==> src/rtl/mvau_weight_loader_pkg.sv <==
// Shared types and default geometry for the MVAU weight loader.
package mvau_weight_loader_pkg;

    localparam int unsigned DEF_SIMD         = 2;
    localparam int unsigned DEF_PE           = 2;
    localparam int unsigned DEF_TW           = 1;
    localparam int unsigned DEF_WMEM_DEPTH   = 4;
    localparam int unsigned DEF_WMEM_ADDR_BW = 2;

    typedef enum logic {
        IDLE = 1'b0,
        LOAD = 1'b1
    } wld_state_t;

    // Counter width that stays at least one bit for a single-entry range.
    function automatic int unsigned cnt_bw(input int unsigned n);
        return (n > 1) ? $clog2(n) : 1;
    endfunction

endpackage

==> src/rtl/mvau_weight_loader_if.sv <==
// Control, weight stream and weight-memory write port of the loader.
interface mvau_weight_loader_if #(
    parameter int unsigned SIMD         = 2,
    parameter int unsigned TW           = 1,
    parameter int unsigned PE           = 2,
    parameter int unsigned WMEM_ADDR_BW = 2
);
    logic                    load_start;
    logic                    load_abort;
    logic                    in_wgt_v;
    logic                    in_wgt_rdy;
    logic [SIMD*TW-1:0]      in_wgt;
    logic [PE-1:0]           wmem_wr_en;
    logic [WMEM_ADDR_BW-1:0] wmem_wr_addr;
    logic [SIMD*TW-1:0]      wmem_wr_data;
    logic                    load_busy;
    logic                    load_done;

    modport master (
        output load_start, load_abort, in_wgt_v, in_wgt,
        input  in_wgt_rdy, wmem_wr_en, wmem_wr_addr, wmem_wr_data, load_busy, load_done
    );

    modport slave (
        input  load_start, load_abort, in_wgt_v, in_wgt,
        output in_wgt_rdy, wmem_wr_en, wmem_wr_addr, wmem_wr_data, load_busy, load_done
    );
endinterface

==> src/rtl/mvau_weight_loader_wrap_counter.sv <==
// Modulo-(MAX+1) counter with synchronous clear; wrap flags the increment that rolls over.
module mvau_weight_loader_wrap_counter #(
    parameter int unsigned W   = 2,
    parameter int unsigned MAX = 3
) (
    input  logic         clk,
    input  logic         rst_n,
    input  logic         clr,
    input  logic         inc,
    output logic [W-1:0] cnt,
    output logic         wrap
);
    logic [W-1:0] r_cnt;

    assign wrap = inc && (r_cnt == W'(MAX));
    assign cnt  = r_cnt;

    always_ff @(posedge clk or negedge rst_n) begin
        if (!rst_n) begin
            r_cnt <= '0;
        end else if (clr || wrap) begin
            r_cnt <= '0;
        end else if (inc) begin
            r_cnt <= r_cnt + W'(1);
        end
    end
endmodule

==> src/rtl/mvau_weight_loader.sv <==
// Writes a PE-interleaved weight stream into the PE weight memories, one word per transfer,
// with a one-cycle registered write port and a done pulse on the final write.
module mvau_weight_loader
    import mvau_weight_loader_pkg::*;
#(
    parameter int unsigned SIMD         = DEF_SIMD,
    parameter int unsigned PE           = DEF_PE,
    parameter int unsigned TW           = DEF_TW,
    parameter int unsigned WMEM_DEPTH   = DEF_WMEM_DEPTH,
    parameter int unsigned WMEM_ADDR_BW = DEF_WMEM_ADDR_BW
) (
    input  logic                 clk,
    input  logic                 rst_n,
    mvau_weight_loader_if.slave  bus
);
    localparam int unsigned PE_BW  = cnt_bw(PE);
    localparam int unsigned WORD_W = SIMD * TW;

    wld_state_t              r_state;
    wld_state_t              w_state_nxt;
    logic                    w_xfer;
    logic                    w_pe_wrap;
    logic                    w_last;
    logic [PE_BW-1:0]        w_pe_cnt;
    logic [WMEM_ADDR_BW-1:0] w_addr_cnt;

    logic [PE-1:0]           r_wr_en;
    logic [WMEM_ADDR_BW-1:0] r_wr_addr;
    logic [WORD_W-1:0]       r_wr_data;
    logic                    r_done;

    // Abort masks ready so a word offered in the abort cycle is never written.
    assign bus.in_wgt_rdy = (r_state == LOAD) && !bus.load_abort;
    assign w_xfer         = bus.in_wgt_v && bus.in_wgt_rdy;

    mvau_weight_loader_wrap_counter #(.W(PE_BW), .MAX(PE - 1)) u_pe_cnt (
        .clk   (clk),
        .rst_n (rst_n),
        .clr   (bus.load_abort),
        .inc   (w_xfer),
        .cnt   (w_pe_cnt),
        .wrap  (w_pe_wrap)
    );

    // Address wrap coincides with the final word of the load.
    mvau_weight_loader_wrap_counter #(.W(WMEM_ADDR_BW), .MAX(WMEM_DEPTH - 1)) u_addr_cnt (
        .clk   (clk),
        .rst_n (rst_n),
        .clr   (bus.load_abort),
        .inc   (w_pe_wrap),
        .cnt   (w_addr_cnt),
        .wrap  (w_last)
    );

    always_ff @(posedge clk or negedge rst_n) begin
        if (!rst_n) begin
            r_state <= IDLE;
        end else begin
            r_state <= w_state_nxt;
        end
    end

    always_comb begin
        w_state_nxt = r_state;
        case (r_state)
            IDLE: if (bus.load_start && !bus.load_abort) w_state_nxt = LOAD;
            LOAD: if (bus.load_abort || w_last)          w_state_nxt = IDLE;
            default:                                     w_state_nxt = IDLE;
        endcase
    end

    always_ff @(posedge clk or negedge rst_n) begin
        if (!rst_n) begin
            r_wr_en   <= '0;
            r_wr_addr <= '0;
            r_wr_data <= '0;
            r_done    <= 1'b0;
        end else begin
            r_wr_en <= w_xfer ? (PE'(1) << w_pe_cnt) : '0;
            r_done  <= w_last;
            if (w_xfer) begin
                r_wr_addr <= w_addr_cnt;
                r_wr_data <= bus.in_wgt;
            end
        end
    end

    assign bus.wmem_wr_en   = r_wr_en;
    assign bus.wmem_wr_addr = r_wr_addr;
    assign bus.wmem_wr_data = r_wr_data;
    assign bus.load_done    = r_done;
    assign bus.load_busy    = (r_state == LOAD);
endmodule

==> src/flat_wrapper.sv <==
// flat-port wrapper written by rule: the top's interface ports become plain ports
module mvau_weight_loader_flat import mvau_weight_loader_pkg::*;
#(
    parameter int unsigned SIMD         = DEF_SIMD,
    parameter int unsigned PE           = DEF_PE,
    parameter int unsigned TW           = DEF_TW,
    parameter int unsigned WMEM_DEPTH   = DEF_WMEM_DEPTH,
    parameter int unsigned WMEM_ADDR_BW = DEF_WMEM_ADDR_BW
)
  (clk, rst_n, bus_load_start, bus_load_abort, bus_in_wgt_v, bus_in_wgt, bus_in_wgt_rdy, bus_wmem_wr_en, bus_wmem_wr_addr, bus_wmem_wr_data, bus_load_busy, bus_load_done);
  mvau_weight_loader_if #(.SIMD(SIMD), .TW(TW), .PE(PE), .WMEM_ADDR_BW(WMEM_ADDR_BW)) bus_i ();
  input  logic clk;
  input  logic rst_n;
  input wire logic [$bits(bus_i.load_start)-1:0] bus_load_start;
  input wire logic [$bits(bus_i.load_abort)-1:0] bus_load_abort;
  input wire logic [$bits(bus_i.in_wgt_v)-1:0] bus_in_wgt_v;
  input wire logic [$bits(bus_i.in_wgt)-1:0] bus_in_wgt;
  output wire logic [$bits(bus_i.in_wgt_rdy)-1:0] bus_in_wgt_rdy;
  output wire logic [$bits(bus_i.wmem_wr_en)-1:0] bus_wmem_wr_en;
  output wire logic [$bits(bus_i.wmem_wr_addr)-1:0] bus_wmem_wr_addr;
  output wire logic [$bits(bus_i.wmem_wr_data)-1:0] bus_wmem_wr_data;
  output wire logic [$bits(bus_i.load_busy)-1:0] bus_load_busy;
  output wire logic [$bits(bus_i.load_done)-1:0] bus_load_done;
  assign bus_i.load_start = bus_load_start;
  assign bus_i.load_abort = bus_load_abort;
  assign bus_i.in_wgt_v = bus_in_wgt_v;
  assign bus_i.in_wgt = bus_in_wgt;
  assign bus_in_wgt_rdy = bus_i.in_wgt_rdy;
  assign bus_wmem_wr_en = bus_i.wmem_wr_en;
  assign bus_wmem_wr_addr = bus_i.wmem_wr_addr;
  assign bus_wmem_wr_data = bus_i.wmem_wr_data;
  assign bus_load_busy = bus_i.load_busy;
  assign bus_load_done = bus_i.load_done;
  mvau_weight_loader #(.SIMD(SIMD), .PE(PE), .TW(TW), .WMEM_DEPTH(WMEM_DEPTH), .WMEM_ADDR_BW(WMEM_ADDR_BW)) u_core (.clk(clk), .rst_n(rst_n), .bus(bus_i));
endmodule
==> config.mk <==
export PLATFORM = sky130hd
export DESIGN_NAME = mvau_weight_loader_flat
export DESIGN_NICKNAME = d
export VERILOG_FILES = /design/src/rtl/mvau_weight_loader_pkg.sv /design/src/rtl/mvau_weight_loader_if.sv /design/src/rtl/mvau_weight_loader_wrap_counter.sv /design/src/rtl/mvau_weight_loader.sv /design/src/flat_wrapper.sv
export SDC_FILE = /design/constraint.sdc
export NUM_CORES = 1
export LEC_CHECK = 0
export CORE_AREA = 3 3 40 42
export CTS_CLUSTER_SIZE = 12
export DETAILED_ROUTE_END_ITERATION = 8
export DIE_AREA = 0 0 43 45
export SLEW_MARGIN = 20
export SYNTH_ARGS = -nofsm -noshare
export SYNTH_HDL_FRONTEND = slang
export SYNTH_HIERARCHICAL = 1
export SYNTH_SLANG_ARGS = --single-unit
==> constraint.sdc <==
create_clock -name clk -period 3.9 [get_ports clk]
set_clock_uncertainty 0.2 [all_clocks]
set_input_delay 0.78 -clock clk [delete_from_list [all_inputs] [get_ports clk]]
set_output_delay 0.78 -clock clk [all_outputs]
set_load 0.01 [all_outputs]
## After elaboration in Yosys (flattened, before gate mapping)

Index checks and enable logic that the tools add are counted.

- Flip-flop bits (word level): 11
- Bits of input ports: 7
- Output and inout port bits: 9
- Word-level logic and storage cells: 30

- Add/sub/neg operators: 2
- Equality and inequality tests: 1
- Shift-type cells: 1
- Multiplexer cells: 8
- Bitwise logic cells: 1
- Reduce and logical (&&, ||, !) cells: 10

Operators with widths:

| cell | number |
|---|---|
| 2-to-1 mux 2 bit | 3 |
| logical AND 1 bit | 5 |
| 2-to-1 mux 1 bit | 4 |
| nonzero test 2 bit | 2 |
| adder 2 x 1 -> 2 bit, second input constant | 1 |
| == test 2 bit, second input constant | 1 |
| logical OR 1 bit | 2 |
| case mux 1 bit (2 select lines) | 1 |
| << shifter 1 x 1 -> 2 bit, first input constant | 1 |
| adder 1 bit, second input constant | 1 |
| zero test 1 bit | 1 |
| inverter 1 bit | 1 |

## Logic depth before layout (Yosys ltp)

- Depth in word-level cells: 8
- Mapped depth: 5

## Cells and area by module

The synthesis kept the hierarchy.

Modules (own cells, without submodules):

| module | times used | cells each | area each (um^2) | sequential area each (um^2) |
|---|---|---|---|---|
| mvau_weight_loader | 1 | 19 | 311.5 | 200.2 |
| mvau_weight_loader_wrap_counter at u_core.u_addr_cnt | 1 | 10 | 110.1 | 50.0 |
| mvau_weight_loader_wrap_counter at u_core.u_pe_cnt | 1 | 4 | 45.0 | 25.0 |

## Least setup slack after synthesis

OpenSTA, ideal clock, no wires.

- Kind: in2out
- Start point: input bus_load_abort
- End point: output bus_in_wgt_rdy
- Arrival time: 0.978 ns
- Required time: 2.920 ns
- Slack: 1.942 ns
- Stages on the path: 1
- Buffers on the path: 0
- Cell sequence: nor2b_1

- Cells in the longest elaborated chain, start to end: 2

Ends and longest elaborated chain:

| item | RTL line | text |
|---|---|---|
| start: declaration | flat_wrapper.sv:15 | `input wire logic [$bits(bus_i.load_abort)-1:0] bus_load_abort;` |
| zero test 1 bit | mvau_weight_loader.sv:33 | `assign bus.in_wgt_rdy = (r_state == LOAD) && !bus.load_abort;` |
| logical AND 1 bit | mvau_weight_loader.sv:33 |  |
| end: declaration | flat_wrapper.sv:18 | `output wire logic [$bits(bus_i.in_wgt_rdy)-1:0] bus_in_wgt_rdy;` |

No other way between the ends.

## Worst setup path in the final report

Ends and elaborated chain as after synthesis.

==> flow_summary_export.csv <==
group,metric,value,unit
synth,avgSynthCellArea,14.14,um2
worst_setup_path,start_kind,"input port",
clocking,cts_resized,0,
status,status,"finished clean",
floorplanning,die-area,0.001935,mm2
worst_setup_path,worst-path-buf-inv,2,
synth,syn-num-nets,41,
worst_setup_path,worst-endpoint-arrival,2080,ps
drt,drt-pass1-iter-count,2,
clocking,cts.sink_count,11,
placement,io_buffers,15,
clocking,cts_made_buffers,3,
synth,ys_ff_latch,11,
cells_and_area,antenna_cells,0,
synth,netlist_instances,33,
pwr,pwr-share-seq,52.5,%
drt,met3_length,72,um
synth,synth_ff_type,"dfrtp_1",
global_route,grt_pass1_vias,345,
clocking,clk_pin_slew,70,ps
timing,setup_viol,0,
synth,synth_cell_types,16,
worst_setup_path,critPathMaxStageDelay,560,ps
floorplanning,die_h,45,um
worst_setup_path,criticalPathCategory,"input port to output port",
drt,wl_per_cell,12.88,um
timing,rsz0062_at_grt,"false",
clocking,clk_latency,260,ps
clocking,cts_hold_buf,0,
timing,final_hold_viol_count,0,
timing,min_period,3062,ps
pwr,p_int,0.0001855,W
drt,ant_nets,0,
placement,globalplace.congestion,0.7398,
timing,tightest_slew,494.7,ps
timing,fmax,326.6,MHz
global_route,grt_use_total,10.29,%
clocking,post-cts-setup-buffers,0,
synth,synthArstFlopShare,100.0,%
floorplanning,design.core.area,0.001285,mm2
drt,met2_wirelength,457,um
timing,slew_headroom,66.92,%
global_route,grt_overflow,0,
cells_and_area,drive_gt1_share,19.23,%
job,maxCapViolations,0,
worst_setup_path,cp_common_cell,"clkdlybuf4s50_1",
pwr,swShare,22.07,%
cells_and_area,area.growth.synth_to_final,41.82,%
pwr,power.leakage,0.3276,nW
pwr,peakVddDrop,165.8,uV
drt,num_vias,303,
drt,viasPerCell,4.522,
placement,hpwl,684.1,um
drt,wl,863,um
synth,synth-edff-count,0,
worst_setup_path,end_kind,"output port",
floorplanning,initial_core_util,36.32,%
worst_setup_path,crit_chain,"clkdlybuf4s50_1 > nor2b_1 > clkdlybuf4s50_1",
drt,drc,0,
clocking,max-clock-path-buffers,2,
synth,yosysWarnings,6,
drt,highest_layer,"met3",
timing,drv_slew,0,
pwr,p_comb_share,16.6,%
floorplanning,die_x,43,um
global_route,grt_max_degree,12,
timing,hold_ws,294.6,ps
global_route,antenna_found_initial,0,
synth,yosysSeqAreaShare,58.98,%
clocking,cts_tree,"built",
worst_setup_path,crit_required,2920,ps
pwr,clkPwrFrac,30.9,%
clocking,cts-root-buf,"clkbuf_4",
worst_hold_path,hold_class,"flop to flop",
cells_and_area,finalNetCount,61,
drt,drt_iter0_drc,3,
floorplanning,ioPinCount,16,
pwr,switching_power,0.00005252,W
timing,period_share,78.51,%
floorplanning,rows,13,
timing,tns,0,ps
global_route,grt_pass1_wl,1400,um
worst_setup_path,path_delay_family,"buffers and inverters",
worst_setup_path,crit_fanout,7,
worst_setup_path,worst_path_max_delay_cell,"clkdlybuf4s50_1",
drt,met1_length,333,um
synth,syn_area,466.7,um2
pwr,power.density,359.6,mW/mm2
clocking,htree_levels,1,
-- power by group through the flow --
stage               Combinational (W)  Sequential [W]  Clock (W)
detailed placement          0.0000399        0.000127          0
global route                0.0000422        0.000125  0.0000834
global placement            0.0000389        0.000127          0
floorplan                   0.0000125        0.000130          0
finish                      0.0000396        0.000125  0.0000735
CTS                         0.0000402        0.000125  0.0000766
-- cell usage in the layout (no fill, tap or decap), types with 3 or more instances in the layout --
| master | count |
|---|---|
| nor2_1 | 5 |
| clkdlybuf4s50_1 | 15 |
| mux2_4 | 4 |
| clkbuf_4 | 3 |
| dfrtp_1 | 11 |
-- metal layers --
layer | track usage, % | vias to the layer above
met4 | 7.229 | 0
li1 | - | 152
met3 | 3.187 | 0
met1 | 10.25 | 142
met2 | 18.26 | 9
met5 | 0 | -
-- worst reg2reg max path, cell delays in order (launching register included) --
cell,delay (ps)
dfrtp_1,450
nand3b_4,150
inv_1,120
and2_2,190
or3b_1,380
a21oi_2,130
-- kinds of logic after synthesis --
group | synth area share, %
compound gates | 5.631
xor+xnor | 1.877
fa+ha+maj | 2.681
buf+inv | 0.8035
flops | 58.98
mux | 12.87
simple gates | 17.16
-- final timing paths --
| path | from | endpoint | slack, ps | depth (start not counted) |
|---|---|---|---|---|
| max reg2reg | u_core/bus.load_busy$_DFF_PN0_ | u_core/u_addr_cnt/cnt[0]$_DFFE_PN0P_ | 2220 | 5 |
| min in group asynchronous | rst_n | u_core/u_pe_cnt/cnt$_DFFE_PN0P_ | 650 | 1 |
| min reg2reg | u_core/u_pe_cnt/cnt$_DFFE_PN0P_ | u_core/bus.wmem_wr_en[0]$_DFF_PN0_ | 290 | 1 |
| max | bus_load_abort | bus_in_wgt_rdy | 840 | 3 |
| min | u_core/u_pe_cnt/cnt$_DFFE_PN0P_ | u_core/bus.wmem_wr_en[0]$_DFF_PN0_ | 290 | 1 |
| max in group asynchronous | rst_n | u_core/bus.wmem_wr_addr[0]$_DFFE_PN0P_ | 2510 | 1 |
-- flip-flops by register name, summed over array words and instances (netlist names) --
register and count:
u_core/bus.wmem_wr_addr 2, u_core/bus.load_busy 1, u_core/u_pe_cnt/cnt 1, u_core/bus.wmem_wr_data 2, u_core/u_addr_cnt/cnt 2, u_core/bus.wmem_wr_en 2, u_core/bus.load_done 1
-- cell usage after synthesis, drive strengths merged, types with 2 or more instances --
| cell | count | area, um2 |
|---|---|---|
| nor2 | 5 | 18.77 |
| and2 | 2 | 13.77 |
| dfrtp | 11 | 275.3 |
| mux2 | 4 | 60.06 |
-- area by class of cell --
class / instances / area [um2]
multi-input combinational: 21 / 187.7
timing repair buffer: 15 / 150.1
inverter: 1 / 3.754
sequential: 11 / 275.3
fill: 116 / 623.1
clock buffer: 4 / 26.28
tap: 15 / 18.77
-- stage by stage --
stage	util, %	std cells	total power (W)	setup slack [ps]	instance area, um2
CTS	51.51	67	0.0002417	839.1	661.9
detailed placement	49.46	63	0.0001671	842.4	635.6
global route	51.51	67	0.0002511	750.6	661.9
floorplan	-	33	0.0001424	1942	466.7
finish	51.51	67	0.0002380	838.0	661.9
global placement	49.46	63	0.0001658	896.9	635.6
Note: power is estimated with default switching activity, not from simulation.
